**config.mk**
```make
export PLATFORM = sky130hd
export DESIGN_NAME = alu_mux_arbiter
export DESIGN_NICKNAME = d
export VERILOG_FILES = /design/src/rtl/alu_mux_arbiter.sv
export SDC_FILE = /design/constraint.sdc
export NUM_CORES = 1
export LEC_CHECK = 0
export ABC_AREA = 1
export CORE_MARGIN = 2
export CORE_UTILIZATION = 40
export CTS_BUF_LIST = sky130_fd_sc_hd__clkbuf_4
export CTS_CLUSTER_DIAMETER = 120
export DETAILED_ROUTE_END_ITERATION = 16
export PLACE_DENSITY = 0.64
export RECOVER_POWER = 100
export SLEW_MARGIN = 20
export SYNTH_ARGS = -nofsm -noshare
export SYNTH_HDL_FRONTEND = slang
export SYNTH_SLANG_ARGS = --single-unit
```
**constraint.sdc**
```tcl
create_clock -name clk -period 3.1 [get_ports clk]
set_input_delay 0.775 -clock clk [delete_from_list [all_inputs] [get_ports clk]]
set_output_delay 0.775 -clock clk [all_outputs]
set_load 0.005 [all_outputs]
```
**src/rtl/alu_mux_arbiter.sv**
```systemverilog
// Four-way arbiter for the shared ALU operand mux: grants one requester for HOLD_CYCLES, then pulses done.
// Define ALU_ARB_FIXED_PRIO_EN for fixed priority (requester 0 highest) instead of round-robin.
module alu_mux_arbiter #(
    parameter int HOLD_CYCLES = 2
) (
    input  logic       clk,
    input  logic       rst_n,
    input  logic [3:0] req,
    output logic [3:0] gnt,
    output logic [1:0] sel,
    output logic       busy,
    output logic [3:0] done
);

    typedef enum logic [1:0] {
        IDLE = 2'd0,
        BUSY = 2'd1,
        DONE = 2'd2
    } state_t;

    state_t     state_q, state_d;
    logic [3:0] gnt_q, gnt_d;
    logic [3:0] done_q, done_d;
    logic [1:0] sel_q, sel_d;
    logic       busy_q, busy_d;
    logic [7:0] cnt_q, cnt_d;
    logic [1:0] ptr_q, ptr_d;
    logic [1:0] win_q, win_d;

    logic [1:0] pick;

`ifdef ALU_ARB_FIXED_PRIO_EN
    always_comb begin
        pick = 2'd0;
        for (int i = 3; i >= 0; i--) begin
            if (req[i]) begin
                pick = 2'(i);
            end
        end
    end
`else
    // Search starts just after the last winner so every requester gets a turn.
    always_comb begin
        logic       found;
        logic [1:0] idx;
        pick  = 2'd0;
        found = 1'b0;
        for (int i = 1; i <= 4; i++) begin
            idx = ptr_q + 2'(i);
            if (!found && req[idx]) begin
                pick  = idx;
                found = 1'b1;
            end
        end
    end
`endif

    always_comb begin
        state_d = state_q;
        gnt_d   = gnt_q;
        done_d  = 4'b0000;
        sel_d   = sel_q;
        busy_d  = busy_q;
        cnt_d   = cnt_q;
        ptr_d   = ptr_q;
        win_d   = win_q;
        unique case (state_q)
            IDLE: begin
                gnt_d  = 4'b0000;
                busy_d = 1'b0;
                if (req != 4'b0000) begin
                    win_d   = pick;
                    gnt_d   = 4'b0001 << pick;
                    sel_d   = ~pick;
                    busy_d  = 1'b1;
                    cnt_d   = 8'(HOLD_CYCLES - 1);
                    state_d = BUSY;
                end
            end
            BUSY: begin
                if (cnt_q != 8'd0) begin
                    cnt_d = cnt_q - 8'd1;
                end else begin
                    gnt_d   = 4'b0000;
                    busy_d  = 1'b0;
                    done_d  = gnt_q;
                    ptr_d   = win_q;
                    state_d = DONE;
                end
            end
            // One idle cycle after done keeps sel stable under any asserted grant.
            DONE: begin
                state_d = IDLE;
            end
            default: begin
                state_d = IDLE;
                gnt_d   = 4'b0000;
                busy_d  = 1'b0;
            end
        endcase
    end

    always_ff @(posedge clk) begin
        if (!rst_n) begin
            state_q <= IDLE;
            gnt_q   <= 4'b0000;
            done_q  <= 4'b0000;
            sel_q   <= 2'b11;
            busy_q  <= 1'b0;
            cnt_q   <= 8'd0;
            ptr_q   <= 2'd3;
            win_q   <= 2'd0;
        end else begin
            state_q <= state_d;
            gnt_q   <= gnt_d;
            done_q  <= done_d;
            sel_q   <= sel_d;
            busy_q  <= busy_d;
            cnt_q   <= cnt_d;
            ptr_q   <= ptr_d;
            win_q   <= win_d;
        end
    end

    assign gnt  = gnt_q;
    assign done = done_q;
    assign sel  = sel_q;
    assign busy = busy_q;

endmodule

```
==> Word-level counts from Yosys, hierarchy flattened <==
Index checks and enable logic that the tools add are counted.
{ "totals": {"ff_bits": 25, "latchBits": 0, "ramBits": 0, "rom_bits": 0, "output_inout_bits": 11, "wordCells": 70, "memories": 0} }
{ "op_classes": {"n_addsub": 4, "mul": 0, "n_div": 0, "n_lt_le_gt_ge": 4, "n_eq_ne": 5, "shift": 1, "mux": 27, "bitwise": 5, "n_reduce_logical": 16} }
{ "op_table": {"columns": ["operator", "n"], "rows": [
  ["2-to-1 mux 8 bit", 2],
  ["one-hot mux 8 bit (2 select lines)", 1],
  ["< comparator 2 x 3 -> 1 bit, second input constant", 4],
  ["2-to-1 mux 2 bit", 6],
  ["one-hot mux 4 bit (3 select lines)", 1],
  ["2-to-1 mux 1 bit", 9],
  ["binary-select mux 1 bit (select 2 bit)", 4],
  ["2-to-1 mux 4 bit", 2],
  ["AND reduction 2 bit", 4],
  ["nonzero test 8 bit", 1],
  ["subtractor 8 x 1 -> 8 bit, second input constant", 1],
  ["inequality test 2 bit, second input constant", 3],
  ["adder 2 bit, second input constant", 2],
  ["inverter 1 bit", 4],
  ["one-hot mux 2 bit (2 select lines)", 1],
  ["nonzero test 4 bit", 1],
  ["left shift 1 x 2 -> 4 bit, first input constant", 1],
  ["logical AND 1 bit", 3],
  ["zero test 1 bit", 3],
  ["one-hot mux 1 bit (3 select lines)", 1],
  ["AND reduction 3 bit", 1],
  ["OR reduction 3 bit", 1],
  ["adder 2 x 1 -> 2 bit, second input constant", 1],
  ["== test 2 x 1 -> 1 bit, second input constant", 1],
  ["other kinds (4)", 4]
]} }

==> Logic depth before layout (Yosys ltp) <==
Gate-level depths: netlist of run 1.
{ "logic_depth": {"depth_word": 16, "ltp_mapped": 14} }

==> Worst setup path after synthesis of run 1 <==
Ideal clock, no wire load.
{ "synth_path": {"kind": "in2reg", "from": "input req[0]", "to": "register cnt_q[4]", "setup_time_ns": 0.122, "t_arrival_ns": 1.632, "setup_slack_ns": 1.347, "cell_stages": 9, "n_path_buf": 0, "cell_sequence": "inv_1 -> nand3_1 -> nand2_1 -> inv_1 -> nor2_1 -> nor2_1 -> nand2_1 -> o21ai_0 -> a21oi_1"} }
{ "synth_between": {"elab_chain_cells": 3} }
{ "synth_rtl": {"columns": ["item", "line", "rtl"], "rows": [
  ["start, declared", "8", "input logic [3:0] req,"],
  ["nonzero test 4 bit", "71", "if (req != 4'b0000) begin"],
  ["inequality test 2 bit (no source line)", null, null],
  ["AND reduction 3 bit (no source line)", null, null],
  ["end signal, assigned", "119", "cnt_q <= cnt_d;"],
  ["end, declared", "26", "logic [7:0] cnt_q, cnt_d;"]
]} }
Every way passes these cells.
A chain may end at the register's enable or synchronous reset.

==> Worst setup path after layout of run 1 <==
{ "layout_path": {"from": "input req[2]", "to": "register cnt_q[4]"} }
The elaborated chain is that of the path after synthesis.

==> flow_summary_export.csv, run 1 <==
group,metric,value,unit
sta,report.final.setup_viol,0,
worst_setup_path,r2r-start,"ptr_q[0]",
worst_setup_path,regToRegSetupSlack,1.21,ns
cts,cts.path.max_buffers,2,
final_layout,layout_commonest_cell,"sky130_fd_sc_hd__nand2_1",
sta,final.period_utilization,0.734,
synth,synthDominantAreaCellType,"sky130_fd_sc_hd__dfxtp_1",
final_layout,layout.cells.most_common_list,"48 x sky130_fd_sc_hd__nand2_1, 29 x sky130_fd_sc_hd__inv_1, 25 x sky130_fd_sc_hd__dfxtp_1",
worst_setup_path,endpoint_kind,"register",
worst_setup_path,critical_path_required,3.36,ns
worst_hold_path,timing.hold.worst_endpoint,"done[0]",
power_and_ir_drop,power-per-cell-area,979,nW/um^2
final_layout,final_nets,218,
synth,syn-mean-instance-area,6.85,um^2
final_layout,multiInputGateArea,641,um^2
sta,max-slew-margin-rel,0.715,
route,vias_per_cell,4.76,
cts,tritoncts_num_sinks,25,
final_layout,finish.utilization,0.490,
global_routing,grt_antenna_before_repair,0,
worst_hold_path,min_from,"gnt[0]",
route,routed_wl,2540,um
power_and_ir_drop,power.share.switching,0.474,
final_layout,layout.area.seq,500,um^2
die,initial_utilization,0.427,
global_routing,grt_remaining_overflow,0,
placed_design,io_buffers,16,
sta,worst-slew-pin-transition,0.427,ns
power_and_ir_drop,switchingPower,700,uW
synth,yosysWarningCount,0,
placed_design,hpwlAfterDp,2010,um
die,placementRows,20,
cts,ctsResizeCount,0,
global_routing,grt_start_max_net_pins,14,
run,drv_cap,0,
cts,clk_pin_slew,0.13,ns
die,die_height,61.3,um
synth,yosys-top-cells-area,"sky130_fd_sc_hd__dfxtp_1 38%, sky130_fd_sc_hd__nand2_1 13%, sky130_fd_sc_hd__inv_1 8.3%",
worst_setup_path,path_class,"in -> reg",
worst_setup_path,critical_path_peak_fanout,7,
cts,cts_buffers,3,
global_routing,track_usage,0.151,
placed_design,place_inst,249,
cts,cts_post_setup_buffers_inserted,0,
final_layout,antenna_cells,0,
worst_setup_path,worstRegToRegCells,10,
die,die_x,61.3,um
cts,cts_max_level,1,
route,vias,1204,
cts,tritoncts,"built",
die,placeableCoreArea,3080,um^2
final_layout,fill_cells,327,
synth,synth_area,1320,um^2
worst_setup_path,critical_path.reg2reg.endpoint,"sel[1]",
placed_design,gp_routability_congestion,0.840,
power_and_ir_drop,seqPwrFrac,0.339,
final_layout,synthToLayoutAreaGrowth,14.7,%
synth,post_synth_num_cell_types,23,
die,floorplan.die_area,3760,um^2
power_and_ir_drop,p_clk_frac,0.105,
sta,slew_viol_final,0,
worst_setup_path,startpoint_type,"primary input",
power_and_ir_drop,vdd.ir_drop.worst,0.497,mV
synth,seq_area_frac_synth,0.381,
route,wire_per_inst,10.0,um
power_and_ir_drop,power.internal,776,uW
worst_hold_path,hp-class,"reg -> reg",
sta,timing_hold_violations_final,0,
synth,flop_and_latch_count_out_of_synthesis,25,
sta,clock-skew-final,0.00245,ns
power_and_ir_drop,power_share_of_the_combinational_group,0.556,
cts,clock_latency,0.32,ns
global_routing,wire_length_of_the_first_global_routing_pass,4250,um
run_status,run_status,"finished, final reports clean",
synth,post-synth-top-area-fraction,0.381,
final_layout,share_of_layout_cells_above_drive_strength_1,0.0909,
sta,rsz0062_at_grt,"false",
route,post-route-drc-count,0,
placed_design,detailed_place.area,1500,um^2
final_layout,final_cell_count_no_fill,253,
power_and_ir_drop,power.leakage,0.000722,uW
sta,period_minus_slack,2.28,ns
global_routing,grt_pass1_vias,1034,
final_layout,fin_area,1510,um^2
worst_setup_path,cp.arrival,2.53,ns
sta,max_clock_freq,0.439,GHz
die,boundaryPins,17,
route,dr.first_iter.drc_count,43,
worst_hold_path,min_delay_path_depth,2,
route,dr.pass1.iters,4,
synth,postSynthCellCount,192,
route,detail-route-antenna-nets,0,
sta,setup-tns-final,0,ns
synth,postSynthNetCount,200,
cts,cts_root_buf,"sky130_fd_sc_hd__clkbuf_4",
cts,holdBufCountCts,0,
==> power groups by stage <==
stage | clock [uW] | sequential, uW | combinational [uW]
after floorplan | 0 | 484 | 701
after global placement | 0 | 506 | 854
after detailed placement | 0 | 510 | 865
after CTS | 158 | 502 | 869
after global routing | 174 | 515 | 934
final | 155 | 500 | 821
==> state kept, by name (all words and copies together), names as in the netlist <==
signal / cells
cnt_q: 8
done: 4
gnt: 4
ptr_q: 2
sel: 2
state_q: 2
win_q: 2
busy: 1
==> critical path, stage by stage <==
cell	delay, ns
sky130_fd_sc_hd__dlygate4sd3_1	0.60
sky130_fd_sc_hd__nor2_1	0.13
sky130_fd_sc_hd__nand3_1	0.09
sky130_fd_sc_hd__nand2_1	0.14
sky130_fd_sc_hd__inv_1	0.13
sky130_fd_sc_hd__nor2_1	0.25
sky130_fd_sc_hd__nor2_1	0.11
sky130_fd_sc_hd__nand2_1	0.10
sky130_fd_sc_hd__o21ai_0	0.08
sky130_fd_sc_hd__a21oi_1	0.13
==> synth_stat cells <==
master / instances
sky130_fd_sc_hd__a21oi_1: 11
sky130_fd_sc_hd__buf_12: 1
sky130_fd_sc_hd__buf_6: 1
sky130_fd_sc_hd__clkbuf_1: 1
sky130_fd_sc_hd__dfxtp_1: 25
sky130_fd_sc_hd__ha_1: 2
sky130_fd_sc_hd__inv_1: 29
sky130_fd_sc_hd__inv_2: 1
sky130_fd_sc_hd__inv_6: 1
sky130_fd_sc_hd__nand2_1: 46
sky130_fd_sc_hd__nand2_2: 10
sky130_fd_sc_hd__nand2_4: 4
sky130_fd_sc_hd__nand3_1: 18
sky130_fd_sc_hd__nand3b_1: 1
sky130_fd_sc_hd__nand4_1: 5
sky130_fd_sc_hd__nor2_1: 21
sky130_fd_sc_hd__nor2_2: 1
sky130_fd_sc_hd__nor2_4: 1
sky130_fd_sc_hd__nor3_1: 1
sky130_fd_sc_hd__o211ai_1: 2
sky130_fd_sc_hd__o21a_1: 1
sky130_fd_sc_hd__o21ai_0: 7
sky130_fd_sc_hd__o21ai_1: 2
==> per-layer routing <==
metal  share of wire  vias up  track usage  wire length, um
met2            0.44       23        0.246             1120
met3           0.045        2       0.0441              114
li1                -      636            -                -
met4          0.0039        0       0.0304               10
met5               0        -            0                0
met1            0.51      543        0.201             1300
==> logic make-up (layout without fill, tap and decap cells) <==
group,count (synthesis),count (layout),synth area share
and+or+nand+nor,108,108,0.388
buffers and inverters,34,51,0.119
DFF,25,25,0.381
AOI/OAI and AO/OA,23,23,0.0932
adders and majority gates,2,2,0.0190
==> through the flow <==
step	setup slack [ns]	power (uW)	hold slack, ns
floorplan	1.35	1180	0.427
global placement	0.663	1360	0.440
detailed placement	0.576	1370	0.442
CTS	0.916	1530	0.462
global route	0.723	1620	0.477
finish	0.823	1480	0.456
==> worst max-delay path by stage <==
stage / start / end / slack (ns) / cells after the start
6_report: req[2] / cnt_q[4] / 0.82 / 10
5_1_grt: req[2] / sel[1] / 0.72 / 10
4_1_cts: req[2] / cnt_q[4] / 0.92 / 10
3_5_place_dp: req[2] / cnt_q[4] / 0.58 / 10
3_3_place_gp: req[2] / cnt_q[4] / 0.66 / 10
2_1_floorplan: req[0] / cnt_q[4] / 1.35 / 9
==> area by class of cell <==
cell class | count | area share
clock buffer | 4 | 0.0199
timing repair buffer | 16 | 0.106
tap | 44 | 0.0365
multi-input combinational | 133 | 0.425
inverter | 31 | 0.0805
sequential | 25 | 0.332
Power figures use the tool's default switching activity.
==> run 2: changes to the inputs <==
- PLACE_DENSITY: 0.64 -> 0.66
- clock period: 3.1 -> 1.9 ns (I/O delays scaled with it)
==> flow_summary_export.csv, run 2 (synthesized netlist as in run 1, its figures left out) <==
group,metric,value,unit
route,dr.first_iter.drc_count,47,
die,boundaryPins,17,
die,placeableCoreArea,3080,um^2
sta,final.hold.worst_slack,0.450,ns
final_layout,fill_cells,336,
placed_design,gp_routability_congestion,0.806,
cts,cts_root_buf,"sky130_fd_sc_hd__clkbuf_4",
final_layout,antenna_cells,0,
route,wire_per_inst,9.68,um
route,post-route-drc-count,0,
sta,max_clock_freq,0.568,GHz
power_and_ir_drop,power.internal,1340,uW
power_and_ir_drop,power.share.switching,0.468,
worst_setup_path,path_class,"reg -> out",
cts,cts_max_level,1,
placed_design,place_inst,260,
worst_setup_path,crit_slowest_cell,"sky130_fd_sc_hd__dlygate4sd3_1",
final_layout,layout.cells.most_common_list,"48 x sky130_fd_sc_hd__nand2_1, 29 x sky130_fd_sc_hd__inv_1, 25 x sky130_fd_sc_hd__dfxtp_1",
cts,tritoncts_num_sinks,25,
die,die_x,61.3,um
worst_setup_path,cp.arrival,1.28,ns
run_status,run_status,"finished, final reports clean",
worst_setup_path,slowest_delay,0.58,ns
route,detail-route-antenna-nets,0,
sta,rsz0062_at_grt,"false",
power_and_ir_drop,switchingPower,1180,uW
sta,max-slew-margin-rel,0.822,
worst_setup_path,endpoint_kind,"output pin",
final_layout,largest_reg_by_ff_count,"cnt_q",
cts,clk_pin_slew,0.14,ns
placed_design,detailed_place.area,1580,um^2
global_routing,grt_pass1_vias,1111,
cts,holdBufCountCts,0,
power_and_ir_drop,power_share_of_the_combinational_group,0.591,
route,vias,1186,
die,floorplan.die_area,3760,um^2
worst_setup_path,critical_path_required,1.42,ns
final_layout,largest_register_ffs,8,
cts,clock_latency,0.32,ns
run,drv_cap,0,
final_layout,share_of_layout_cells_above_drive_strength_1,0.123,
global_routing,grt_start_max_net_pins,16,
power_and_ir_drop,power-per-cell-area,1600,nW/um^2
power_and_ir_drop,p_clk_frac,0.097,
sta,clock-skew-final,0.00524,ns
final_layout,synthToLayoutAreaGrowth,20.4,%
power_and_ir_drop,seqPwrFrac,0.312,
worst_setup_path,cp_num_buf_inv,1,
final_layout,final_cell_count_no_fill,264,
worst_setup_path,worstPathCellList,"dlygate4sd3_1",
power_and_ir_drop,vdd.ir_drop.worst,0.967,mV
final_layout,fin_area,1580,um^2
route,vias_per_cell,4.49,
final_layout,finish.utilization,0.514,
final_layout,final_nets,229,
global_routing,track_usage,0.159,
sta,final.period_utilization,0.926,
cts,ctsResizeCount,0,
sta,report.final.setup_viol,0,
sta,slew_viol_final,0,
cts,tritoncts,"built",
sta,timing_hold_violations_final,0,
sta,period_minus_slack,1.76,ns
cts,cts.path.max_buffers,2,
cts,cts_buffers,3,
die,initial_utilization,0.427,
worst_setup_path,path_delay_family,"buffers and inverters",
route,dr.pass1.iters,3,
power_and_ir_drop,power.leakage,0.000761,uW
global_routing,wire_length_of_the_first_global_routing_pass,4600,um
placed_design,hpwlAfterDp,2020,um
sta,setup-tns-final,0,ns
worst_setup_path,critical_path_peak_fanout,3,
placed_design,io_buffers,16,
sta,worst-slew-pin-transition,0.265,ns
global_routing,grt_remaining_overflow,0,
cts,cts_post_setup_buffers_inserted,0,
die,placementRows,20,
route,routed_wl,2560,um
worst_hold_path,hp-class,"reg -> reg",
die,die_height,61.3,um
final_layout,layout_commonest_cell,"sky130_fd_sc_hd__nand2_1",
worst_setup_path,startpoint_type,"register",
global_routing,grt_antenna_before_repair,0,
-- run 2: cell count changes in the layout (fill, tap and decap cells not counted), moves of 2 or more --
| cell | before | now |
|---|---|---|
| sky130_fd_sc_hd__buf_4 | 0 | 6 |
| sky130_fd_sc_hd__clkbuf_1 | 0 | 4 |
| sky130_fd_sc_hd__o21ai_0 | 9 | 7 |
| sky130_fd_sc_hd__o21ai_1 | 0 | 2 |
-- run 2: worst paths after layout --
check	end	depth (start not counted)	slack [ns]	startpoint
setup / recovery	gnt[0]	1	0.14	gnt[0]
hold / removal	done[3]	2	0.45	gnt[3]
setup reg to reg	cnt_q[5]	11	0.24	cnt_q[0]
hold reg to reg	done[3]	2	0.45	gnt[3]
-- run 2: stage by stage --
step / total power, uW / worst slack [ns]
after global placement: 2370 / -0.174
after detailed placement: 2370 / -0.179
after CTS: 2630 / 0.183
after floorplan: 1930 / 0.438
after global routing: 2810 / 0.00952
final: 2530 / 0.141
-- run 2: layout make-up --
type	count	area, um^2	area share
multi-input cells	133	648	0.409
flip-flops and latches	25	500	0.316
repair buffers	27	228	0.144
inverters	31	121	0.0767
well taps	44	55.1	0.0348
clock buffers	3	22.5	0.0142
clock inverters	1	7.51	0.00474
-- run 2: power by group through the flow --
stage               clock network, uW  logic (uW)  registers [uW]
CTS                               257        1580             793
floorplan                           0        1140             790
detailed placement                  0        1570             805
global route                      274        1730             809
finish                            245        1490             788
global placement                    0        1570             802
-- run 2: routing by layer --
layer	vias to the layer above	GRT usage	wire, um
met4	0	0.0182	0
met3	0	0.0441	99
met2	18	0.252	1100
met5	-	0	0
met1	507	0.224	1360
li1	661	-	-
